`src/rtl/hf_pkg.sv`:
```
// Shared definitions for the HyperFlex configuration writer.
//   hf_cfg_state_t    : writer FSM state encoding
//   HF_SEL_REGISTERED : stage selector value that inserts a register
//   HF_SEL_BYPASS     : stage selector value that bypasses the register
package hf_pkg;

  typedef enum logic [1:0] {
    IDLE  = 2'd0,
    SHIFT = 2'd1,
    LATCH = 2'd2
  } hf_cfg_state_t;

  localparam logic HF_SEL_REGISTERED = 1'b1;
  localparam logic HF_SEL_BYPASS     = 1'b0;

endpackage

```
`src/rtl/hf_cfg_shifter.sv`:
```
// Parallel-load shift register with bit counter and ones accumulator.
// Ports:
//   clk, rst_n : clock, asynchronous active-low reset
//   load       : capture data, clear counter and accumulator (has priority)
//   shift      : shift left by one, count the bit, accumulate the outgoing MSB
//   data       : parallel selector vector
//   msb        : bit currently presented to the chain
//   last       : current bit is the final one of the vector
//   ones       : number of registered-stage bits shifted out so far
module hf_cfg_shifter
  import hf_pkg::*;
#(
  parameter int unsigned NUM_UNITS = 8,
  parameter int unsigned CNT_W     = $clog2(NUM_UNITS + 1)
) (
  input  logic                 clk,
  input  logic                 rst_n,
  input  logic                 load,
  input  logic                 shift,
  input  logic [NUM_UNITS-1:0] data,
  output logic                 msb,
  output logic                 last,
  output logic [CNT_W-1:0]     ones
);

  logic [NUM_UNITS-1:0] sreg_q;
  logic [CNT_W-1:0]     cnt_q;
  logic [CNT_W-1:0]     ones_q;

  // Shift register, bit counter and ones accumulator
  always_ff @(posedge clk or negedge rst_n) begin
    if (!rst_n) begin
      sreg_q <= '0;
      cnt_q  <= '0;
      ones_q <= '0;
    end else if (load) begin
      sreg_q <= data;
      cnt_q  <= '0;
      ones_q <= '0;
    end else if (shift) begin
      sreg_q <= sreg_q << 1;
      cnt_q  <= cnt_q + CNT_W'(1);
      ones_q <= ones_q + CNT_W'(sreg_q[NUM_UNITS-1] == HF_SEL_REGISTERED);
    end
  end

  assign msb  = sreg_q[NUM_UNITS-1];
  assign last = (cnt_q == CNT_W'(NUM_UNITS - 1));
  assign ones = ones_q;

endmodule

```
`src/rtl/hf_cfg_writer.sv`:
```
// Serial configuration writer for a chain of bypassable registers.
// Accepts a selector vector, shifts it MSB-first into the chain, then
// pulses a commit strobe and reports the number of registered stages.
// Ports:
//   clk, rst_n : clock, asynchronous active-low reset
//   cfg_in     : selector vector, bit i drives stage i
//   cfg_valid  : cfg_in is valid
//   cfg_ready  : writer idle, will accept (decoded from state)
//   ser_data   : serial selector bit to chain
//   ser_en     : chain shifts ser_data this cycle
//   ser_latch  : one-cycle commit strobe
//   done       : one-cycle pulse, coincident with ser_latch
//   latency    : registered-stage count of the last committed vector
module hf_cfg_writer
  import hf_pkg::*;
#(
  parameter int unsigned NUM_UNITS = 8,
  parameter int unsigned CNT_W     = $clog2(NUM_UNITS + 1)
) (
  input  logic                 clk,
  input  logic                 rst_n,
  input  logic [NUM_UNITS-1:0] cfg_in,
  input  logic                 cfg_valid,
  output logic                 cfg_ready,
  output logic                 ser_data,
  output logic                 ser_en,
  output logic                 ser_latch,
  output logic                 done,
  output logic [CNT_W-1:0]     latency
);

  hf_cfg_state_t    state_q;
  hf_cfg_state_t    state_d;
  logic             load;
  logic             shift;
  logic             msb;
  logic             last;
  logic [CNT_W-1:0] ones;
  logic [CNT_W-1:0] latency_q;

  hf_cfg_shifter #(
    .NUM_UNITS (NUM_UNITS),
    .CNT_W     (CNT_W)
  ) u_shifter (
    .clk   (clk),
    .rst_n (rst_n),
    .load  (load),
    .shift (shift),
    .data  (cfg_in),
    .msb   (msb),
    .last  (last),
    .ones  (ones)
  );

  // State register
  always_ff @(posedge clk or negedge rst_n) begin
    if (!rst_n) begin
      state_q <= IDLE;
    end else begin
      state_q <= state_d;
    end
  end

  // Next-state and shifter control
  always_comb begin
    state_d = state_q;
    load    = 1'b0;
    shift   = 1'b0;
    case (state_q)
      IDLE: begin
        if (cfg_valid) begin
          load    = 1'b1;
          state_d = SHIFT;
        end
      end
      SHIFT: begin
        shift = 1'b1;
        if (last) begin
          state_d = LATCH;
        end
      end
      LATCH: begin
        state_d = IDLE;
      end
      default: begin
        state_d = IDLE;
      end
    endcase
  end

  // Latency loads on the final shift so the new value is visible with the commit strobe
  always_ff @(posedge clk or negedge rst_n) begin
    if (!rst_n) begin
      latency_q <= '0;
    end else if (shift && last) begin
      latency_q <= ones + CNT_W'(msb == HF_SEL_REGISTERED);
    end
  end

  // Output decode from registered state
  assign cfg_ready = (state_q == IDLE);
  assign ser_en    = (state_q == SHIFT);
  assign ser_data  = (state_q == SHIFT) & msb;
  assign ser_latch = (state_q == LATCH);
  assign done      = (state_q == LATCH);
  assign latency   = latency_q;

endmodule
```
`config.mk`:
```
export PLATFORM = sky130hd
export DESIGN_NAME = hf_cfg_writer
export DESIGN_NICKNAME = d
export VERILOG_FILES = /design/src/rtl/hf_pkg.sv /design/src/rtl/hf_cfg_shifter.sv /design/src/rtl/hf_cfg_writer.sv
export SDC_FILE = /design/constraint.sdc
export NUM_CORES = 1
export LEC_CHECK = 0
export ABC_AREA = 1
export CORE_MARGIN = 2
export CORE_UTILIZATION = 48
export CTS_BUF_LIST = sky130_fd_sc_hd__clkbuf_8
export DETAILED_ROUTE_END_ITERATION = 7
export PLACE_DENSITY_LB_ADDON = 0.3
export RECOVER_POWER = 50
export SLEW_MARGIN = 0
export SYNTH_ARGS = -nofsm -noshare
export SYNTH_HDL_FRONTEND = slang
export SYNTH_HIERARCHICAL = 1
export SYNTH_SLANG_ARGS = --single-unit
```
`constraint.sdc`:
```
create_clock -name clk -period 1.2 [get_ports clk]
set_input_delay 0.12 -clock clk [delete_from_list [all_inputs] [get_ports clk]]
set_output_delay 0.12 -clock clk [all_outputs]
set_load 0.03 [all_outputs]
```
==> results.txt <==
commonest non-fill, non-tap cells in the layout: nand2_1, dfrtp_1, buf_6
reg-to-reg startpoint: state_q[1]
sequential cell area fraction in the yosys report: 0.502
cell count of the worst reg-to-reg path: 7
number of buffers inserted during clock tree synthesis: 3
Worst-path clk slew: 0.07 ns
Distinct cells, synth: 24
average size of a mapped cell: 8.98 µm²
net count after synthesis: 138
number of remaining DRC errors: 0
global-route usage over all layers: 0.208
routed wire length: 2370 µm
RR Endpoint: u_shifter/sreg_q[1]
via count of the first global-routing pass: 934
RSZ-0062 raised after global routing: true
number of H-tree levels: 1
data arrival time at the worst-slack endpoint: 1.19 ns
initial drt markers: 6
violations in the final reports: setup timing
vias per cell: 5.01
CTS Root Buffer Type: clkbuf_8
endpoint type of the worst setup path: primary output
data required time at the worst endpoint: 1.08 ns
global-route wire length before repair: 4040 µm
Worst Hold Class: in2async
number of cell rows: 17
average wire per standard cell: 12.4 µm
antenna violations before repair: 0
die outline area: 2680 µm²
remaining global-route overflow: 0
minimum setup slack in the final design: -0.110 ns
relative max-transition margin: 0.635
CTS tree: done
hold buffer count at cts: 0
max-slew violations: 0
crit-path max FO: 2
synthesized netlist cell count: 122
Port Buf Inserts: 19
most common cell after layout, fill and taps aside: nand2_1
setup skew after layout: 0.00101 ns
Lkg Pwr: 0.000820 µW
ratio of final minimum period to clock period: 1.09
synth warn: 6
maximum operating frequency: 763 MHz
total placed cells including tap cells: 181
synthesis-stage register bit count: 22
area of the mapped netlist: 1100 µm²
fraction of final layout cells sized beyond drive strength 1: 0.405
height of the die: 51.8 µm
global placer's final weighted congestion: 0.758
gr busiest metal: met2
number of maximum-capacitance constraint violations: 0
final hold vios: 0
Final Critical Period: 1.31 ns
top-area cell type share of the netlist area: 0.502
cell types occupying the most area after synthesis: dfrtp_1, nand2_1, ha_1, nand3_1, inv_1
drt pass-1 iters: 4
final HPWL from detailed placement: 1650 µm
remaining number of nets flagged by the antenna check after routing: 0
R2R Setup Slk: -0.11 ns
floorplan die width: 51.8 µm
Final Non-Filler Cells: 191
critical path startpoint category: register
number of buffers on the longest clock path: 2
total power: 4110 µW
net total in the final layout: 180
largest net degree at the start of global routing: 23
Top-Level Pins: 20
cell taking the most area after synthesis: dfrtp_1
kind of critical path: reg2out
antenna diode instance count: 0
pwr/cell area: 2480 nW/µm²
initial core utilization: 0.500
Synth-to-Final Area Change: 51.1%
met2 track demand over resource in global routing: 0.385
worst slew pin tran: 0.547 ns
met1 global-route usage: 0.235
clock network latency to the later pin of the worst-skew pair: 0.26 ns
routed vias: 956
final setup fails: 20
result of the run: finished with violations
global-route met3 utilization: 0.0374
worst-case vdd ir drop: 1.71 mV
core region area: 2190 µm²
Num Clock Sinks: 22
critical path, stage by stage, from the launching register on:
cell	delay [ns]
dfrtp_1	0.44
inv_2	0.11
buf_6	0.12
nand2_4	0.06
nor2_4	0.07
buf_6	0.13
repair_timing:
| item | 4_1_cts | 5_1_grt |
|---|---|---|
| pin swaps | 13 | 16 |
| setup endpoints to repair | 25 | 24 |
| buffers inserted | 3 | 2 |
| gates cloned | 1 | 0 |
| resized for setup | 22 | 22 |
cells by family (layout without fill, tap and decap cells):
family / after synthesis / in the layout / share of synthesized area
buffers and inverters: 17 / 57 / 0.0696
AND/OR/NAND/NOR: 64 / 65 / 0.268
flip-flops: 22 / 22 / 0.502
XOR/XNOR: 1 / 1 / 0.00799
AO/OA/AOI/OAI: 13 / 13 / 0.0947
adder cells (fa/ha/maj): 5 / 5 / 0.0571
worst max path at each step:
stage / from / endpoint / cells past startpoint
after floorplan: state_q[1] / ser_latch / 3
after global placement: cfg_valid / u_shifter/sreg_q[1] / 7
after detailed placement: cfg_valid / u_shifter/sreg_q[1] / 7
after CTS: state_q[1] / ser_data / 5
after global routing: state_q[1] / u_shifter/sreg_q[1] / 7
final: state_q[1] / ser_data / 5
synthesized netlist by cell type (all sizes together):
| cell type | n |
|---|---|
| o21ai | 3 |
| a21oi | 4 |
| nand4 | 1 |
| a22o | 3 |
| nand2 | 37 |
| xnor2 | 1 |
| inv | 14 |
| nor3 | 1 |
| nor2 | 15 |
| dfrtp | 22 |
| a22oi | 2 |
| o22ai | 1 |
| ha | 5 |
| buf | 3 |
| nand3 | 10 |
report_power, final:
part / leakage, µW / internal, µW / switching [µW]
Sequential: 0.000284 / 1030 / 244
Clock: 0.0000288 / 292 / 225
Combinational: 0.000507 / 1120 / 1200
Total: 0.000820 / 2440 / 1670
routing by layer:
layer / routed length [µm] / part of all wire
met1: 946 / 0.40
met2: 1270 / 0.54
met3: 118 / 0.050
met4: 31 / 0.013
met5: 0 / 0
flip-flops by register name (all words and copies together), names as in the netlist:
| name | cells |
|---|---|
| latency | 4 |
| u_shifter/ones | 4 |
| u_shifter/sreg_q | 8 |
| state_q | 2 |
| u_shifter/cnt_q | 4 |
layout make-up:
class	count	area, µm²
clock buffers	4	55.1
fillers	167	534
well taps	28	35.0
multi-input cells	84	586
flip-flops and latches	22	552
inverters	14	52.6
repair buffers	39	377
per-stage QoR:
| step | setup WS (ns) | util | hold slack, ns | instance area (µm²) | TNS, ns |
|---|---|---|---|---|---|
| after floorplan | -0.0655 | - | -0.176 | 1120 | -0.266 |
| after global placement | -0.110 | 0.647 | 0.465 | 1420 | -1.16 |
| after detailed placement | -0.179 | 0.647 | 0.471 | 1420 | -2.08 |
| after CTS | -0.100 | 0.711 | 0.209 | 1560 | -0.538 |
| after global routing | -0.178 | 0.756 | 0.421 | 1660 | -2.44 |
| final | -0.110 | 0.756 | 0.372 | 1660 | -1.26 |
Note: power is estimated with default switching activity, not from simulation.
==> edit 1 (config.mk and constraints unchanged) <==
`NUM_UNITS` is set to 8 in 2 places; all go to 16.
--- a/src/rtl/hf_cfg_shifter.sv
+++ b/src/rtl/hf_cfg_shifter.sv
@@ -10,7 +10,7 @@
 module hf_cfg_shifter
   import hf_pkg::*;
 #(
-  parameter int unsigned NUM_UNITS = 8,
+  parameter int unsigned NUM_UNITS = 16,
   parameter int unsigned CNT_W     = $clog2(NUM_UNITS + 1)
 ) (
   input  logic                 clk,
--- a/src/rtl/hf_cfg_writer.sv
+++ b/src/rtl/hf_cfg_writer.sv
@@ -14,7 +14,7 @@
 module hf_cfg_writer
   import hf_pkg::*;
 #(
-  parameter int unsigned NUM_UNITS = 8,
+  parameter int unsigned NUM_UNITS = 16,
   parameter int unsigned CNT_W     = $clog2(NUM_UNITS + 1)
 ) (
   input  logic                 clk,
Ports: changed (resized cfg_in and latency); port bits go from 20 to 29. The function was not compared with the original's and may differ.
==> edit 1 against the unedited design <==
The flow still finishes with violations (negative setup slack). Critical path depth rose by 4. Worst setup slack got worse by 0.14 ns. Global-route usage rose by 2.6 points. First-iteration DRC count rose to 8.3 times the old value. Cell area rose by 60%. Total power rose by 50%. Routed wire length rose by 82%. Area after synthesis rose by 47%. Sequential cell count rose by 11. Largest cell class unchanged.
==> edit 1: results (changes against the unedited design) <==
finish:
  largest_reg_flops: 16  # +8
  instances_no_fill: 300  # +57%
  drive_gt1_share_pct: 49.6  # +9.1 points
  nets: 278  # +54%
  fillers: 202  # +21%
hold_path:
  hold_class: "in2reg"
clock_tree:
  clk_latency_ns: 0.29  # +0.03 ns
  cts_setup_buffers: 8  # +5
  cts_max_level: 2  # +1
  cts-buffers-inserted: 5  # +2
global_routing:
  use_met1_pct: 27.6  # +4.1 points
  grt_pass1_wl_microns: 6350  # +57%
  grt_pass1_vias: 1439  # +54%
  grt_max_degree: 34  # +48%
  grt_use_met3_pct: 7.87  # +4.1 points
  use_met2_pct: 38.8  # +0.38 points
  track_usage_pct: 23.4  # +2.6 points
placement:
  port_buffers: 28  # +9
  postPlaceCellArea_sq_um: 2120  # +49%
  dpl.hpwl_microns: 2290  # +39%
  routabilityCongestion: 0.784  # +3.4%
timing:
  slew-limit-headroom_pct: 43.8  # -20 points
  fin_tns_setup_ns: -5.77  # -4.51 ns
  finalSetupViolations: 37  # +85%
  worst_slack_ns: -0.254  # -0.145 ns
  skew_ns: 0.00695  # +0.00594 ns
route:
  drt_iter0_markers: 50  # +44
  wire_per_inst_microns: 14.4  # +16%
  wl_met1_microns: 1750  # +85%
  vias_per_cell: 5.12  # +2.3%
  wl_met2_microns: 2280  # +80%
  route.met3.wl_microns: 167  # +42%
yosys:
  netlist_top_cells_count: "nand2_1 (66), dfrtp_1 (33), nand3_1 (20), inv_1 (15), nor2_1 (10)"
  synth_top_cells_by_area: "dfrtp_1 (51%), nand2_1 (15%), nand3_1 (6.2%), ha_1 (4.7%), inv_1 (3.5%)"
  synth_cell_types: 23  # -4.2%
  synthAdderAreaFrac_pct: 4.65  # -1.1 points
  synthDominantCellAreaShare_pct: 51.2  # +0.93 points
  synth_xor_area_share_pct: 0.543  # -0.26 points
  synth_compound_area_share_pct: 6.43  # -3.0 points
  synth_seq_area_share_pct: 51.2  # +0.93 points
  synth_area_per_cell_sq_um: 8.63  # -3.9%
  syn_nets: 212  # +54%
run_status:
  violations: "negative setup slack"
  status: "complete, but fails checks"
power_and_ir_drop:
  p_leak_nw: 1.34  # +64%
  peakVddDrop_uv: 1580  # -8.1%
worst_setup_path:
  rr_worst_depth: 9  # +2
  crit_path_max_fanout: 7  # +5
  cp.arrival_ns: 1.63  # +0.44 ns
  crit_path_max_incr_delay_ns: 0.38  # -0.06 ns
  cp_top_family: "simple AND/OR/NAND/NOR gates"
edit 1: final timing paths:
check | from | to | slack (ns)
setup reg to reg | state_q[0] | u_shifter/cnt_q[2] | -0.25
setup / recovery | state_q[0] | u_shifter/cnt_q[2] | -0.25
hold / removal | cfg_in[0] | u_shifter/sreg_q[0] | 0.39
min in group asynchronous | rst_n | latency[4] | 0.46
hold reg to reg | latency[0] | latency[0] | 0.48
max in group asynchronous | rst_n | u_shifter/sreg_q[12] | 0.21
edit 1: layout make-up:
cell class	instances	area, sq um	area share, %
multi-input combinational	128	960	36.2
sequential	33	826	31.1
timing repair buffer	65	642	24.2
inverter	20	80.1	3.02
clock buffer	5	68.8	2.60
tap	46	57.6	2.17
clock inverter	3	17.5	0.661
edit 1: logic make-up after synthesis:
kind of cell / after synthesis
flip-flops: 33
AO/OA/AOI/OAI: 17
buffers and inverters: 26
XOR/XNOR: 1
AND/OR/NAND/NOR: 104
adder cells (fa/ha/maj): 6
edit 1: per-stage QoR:
stage / setup slack (ns) / hold slack [ns] / power, W
2_1_floorplan: -0.128 / -0.176 / 0.00325
3_3_place_gp: -0.239 / 0.460 / 0.00402
3_5_place_dp: -0.265 / 0.468 / 0.00411
4_1_cts: -0.170 / 0.198 / 0.00572
5_1_grt: -0.293 / 0.408 / 0.00652
6_report: -0.254 / 0.393 / 0.00616
edit 1: power breakdown:
| part | internal (W) | total (W) | leakage, nW | switching [W] |
|---|---|---|---|---|
| Combinational | 0.00166 | 0.00343 | 0.869 | 0.00177 |
| Clock | 0.000400 | 0.000836 | 0.0439 | 0.000436 |
| Sequential | 0.00152 | 0.00189 | 0.429 | 0.000369 |
| Total | 0.00358 | 0.00616 | 1.34 | 0.00257 |
==> edit 2 (config.mk and constraints unchanged) <==
Without the edit above. Reset style: synchronous (`rst_n`), changed in 3 clocked blocks. Comments in the files are not updated.
--- a/src/rtl/hf_cfg_shifter.sv
+++ b/src/rtl/hf_cfg_shifter.sv
@@ -28,7 +28,7 @@
   logic [CNT_W-1:0]     ones_q;
 
   // Shift register, bit counter and ones accumulator
-  always_ff @(posedge clk or negedge rst_n) begin
+  always_ff @(posedge clk) begin
     if (!rst_n) begin
       sreg_q <= '0;
       cnt_q  <= '0;
--- a/src/rtl/hf_cfg_writer.sv
+++ b/src/rtl/hf_cfg_writer.sv
@@ -53,7 +53,7 @@
   );
 
   // State register
-  always_ff @(posedge clk or negedge rst_n) begin
+  always_ff @(posedge clk) begin
     if (!rst_n) begin
       state_q <= IDLE;
     end else begin
@@ -89,7 +89,7 @@
   end
 
   // Latency loads on the final shift so the new value is visible with the commit strobe
-  always_ff @(posedge clk or negedge rst_n) begin
+  always_ff @(posedge clk) begin
     if (!rst_n) begin
       latency_q <= '0;
     end else if (shift && last) begin
Check against the original RTL: differs if rst_n is asserted again (counterexample within 4 cycles, from zero or initial values and one cycle with rst_n low); with rst_n held inactive, the same outputs for 10 cycles.
==> edit 2 against the unedited design <==
Routed wire length grew 6.8%. Worst setup slack improved by 0.11 ns. Global-route usage is 2.1 points lower. Non-clock buffer count down 6. Area after synthesis up 2.9%. Sequential cell count is the same. Cell count up 16%. Cell area is 4.3% lower.
Power is not compared: it rests on default switching activity, and its combinational part moved more than twofold at a synthesized area within 25%.
==> edit 2: results (changes against the unedited design) <==
finish:
  layout.nonclk_buf_share_pct: 19.3  # -3.4 points
  nMultiInputCombCells: 112  # +33%
  multi_input_area_sq_um: 653  # +12%
  fillers: 185  # +11%
  top_register: "u_shifter/sreg_q"
  clock_area_share_pct: 2.84  # -0.48 points
  n_all_buffers: 33  # -15%
  nets: 210  # +17%
  seq_area_sq_um: 450  # -18%
  n_antenna_cell: 0  # unchanged
  drive_gt1_share_pct: 33.7  # -6.8 points
  inv_count: 22  # +8
route:
  drt_iter0_markers: 17  # +11
  wl_met1_microns: 1130  # +20%
  vias: 1089  # +14%
  route.met3.wl_microns: 78  # -34%
  drt-pass1-iter-count: 4  # unchanged
  wl_met2_microns: 1300  # +2.4%
  wl_microns: 2530  # +6.8%
placement:
  place_ws_ns: -0.108  # +0.0709 ns
  routabilityCongestion: 0.774  # +2.1%
  dpl.hpwl_microns: 1800  # +9.3%
yosys:
  synth_seq_area_share_pct: 39.1  # -11 points
  netlist_top_cells_count: "nand2_1 (54), dfxtp_1 (22), nor2_1 (19), inv_1 (17), nand3_1 (17)"
  synth_top_cells_by_area: "dfxtp_1 (39%), nand2_1 (18%), nand3_1 (7.5%), nor2_1 (6.3%), inv_1 (5.7%)"
  ys_ff_latch: 22  # unchanged
  syn_nets: 176  # +28%
  ys_async_sr_fraction_pct: 0  # -100 points
  synth_cell_types: 20  # -17%
  ys.flop_type: "dfxtp_1"
global_routing:
  use_met1_pct: 23.3  # -0.23 points
  grt_use_met3_pct: 2.57  # -1.2 points
  grt_max_degree: 13  # -43%
  grt_pass1_vias: 945  # +1.2%
  grt_pass1_wl_microns: 3810  # -5.6%
  track_usage_pct: 18.6  # -2.1 points
  use_met2_pct: 32.5  # -6.0 points
worst_setup_path:
  critical_path_class: "reg2reg"
  cp_slowest_cell: "dfxtp_4"
  crit_path_max_fanout: 5  # +3
  crit_path_max_incr_delay_ns: 0.38  # -0.06 ns
  cp.arrival_ns: 1.41  # +0.22 ns
  cp_top_family: "simple AND/OR/NAND/NOR gates"
timing:
  slew-limit-headroom_pct: 80.1  # +17 points
  skew_ns: 0.00312  # +0.00210 ns
hold_path:
  hold_class: "in2reg"
clock_tree:
  cts-buffers-inserted: 3  # unchanged
  cts_max_level: 1  # unchanged
run_status:
  status: "complete, no violations"
[edit 2: cell families after synthesis]
| kind of cell | share of synthesized area [%] |
|---|---|
| AND/OR/NAND/NOR | 37.3 |
| buffers and inverters | 11.0 |
| flip-flops | 39.1 |
| AO/OA/AOI/OAI | 6.33 |
| adder cells (fa/ha/maj) | 5.55 |
| XOR/XNOR | 0.777 |
[edit 2: per-stage QoR]
step / instance area [sq um] / instances / setup TNS (ns) / hold slack (ns)
6_report: 1590 / 221 / 0 / 0.424
5_1_grt: 1590 / 221 / -0.281 / 0.436
3_3_place_gp: 1450 / 214 / -0.511 / 0.458
2_1_floorplan: 1200 / 160 / -0.762 / 0.213
3_5_place_dp: 1450 / 214 / -0.947 / 0.453
4_1_cts: 1530 / 220 / 0 / 0.417
[edit 2: tightest hold or removal path, cell delays in order]
cell and delay (ns):
clkdlybuf4s50_1 0.39, nand2_1 0.07, a21oi_1 0.06
[edit 2: power breakdown]
group          internal [W]  leakage, nW  switching [W]
clock              0.000228       0.0269       0.000231
sequential         0.000755        0.182      0.0000221
combinational      0.000141        0.534       0.000159
[edit 2: path summary, 6_finish.rpt]
check | startpoint | end | slack [ns] | cells after the start
worst max-delay path | state_q[0] | latency[3] | 0.005 | 8
worst min-delay path | cfg_in[0] | u_shifter/sreg_q[0] | 0.42 | 3
worst max register to register | state_q[0] | latency[3] | 0.005 | 8
worst min register to register | u_shifter/sreg_q[0] | u_shifter/sreg_q[0] | 0.46 | 2
[edit 2: what timing repair did]
action	CTS	global route
gates resized for setup	8	18
pin swaps	1	4
endpoints found under the setup margin	21	16
endpoints found under the hold margin	0	0
setup buffers	2	1
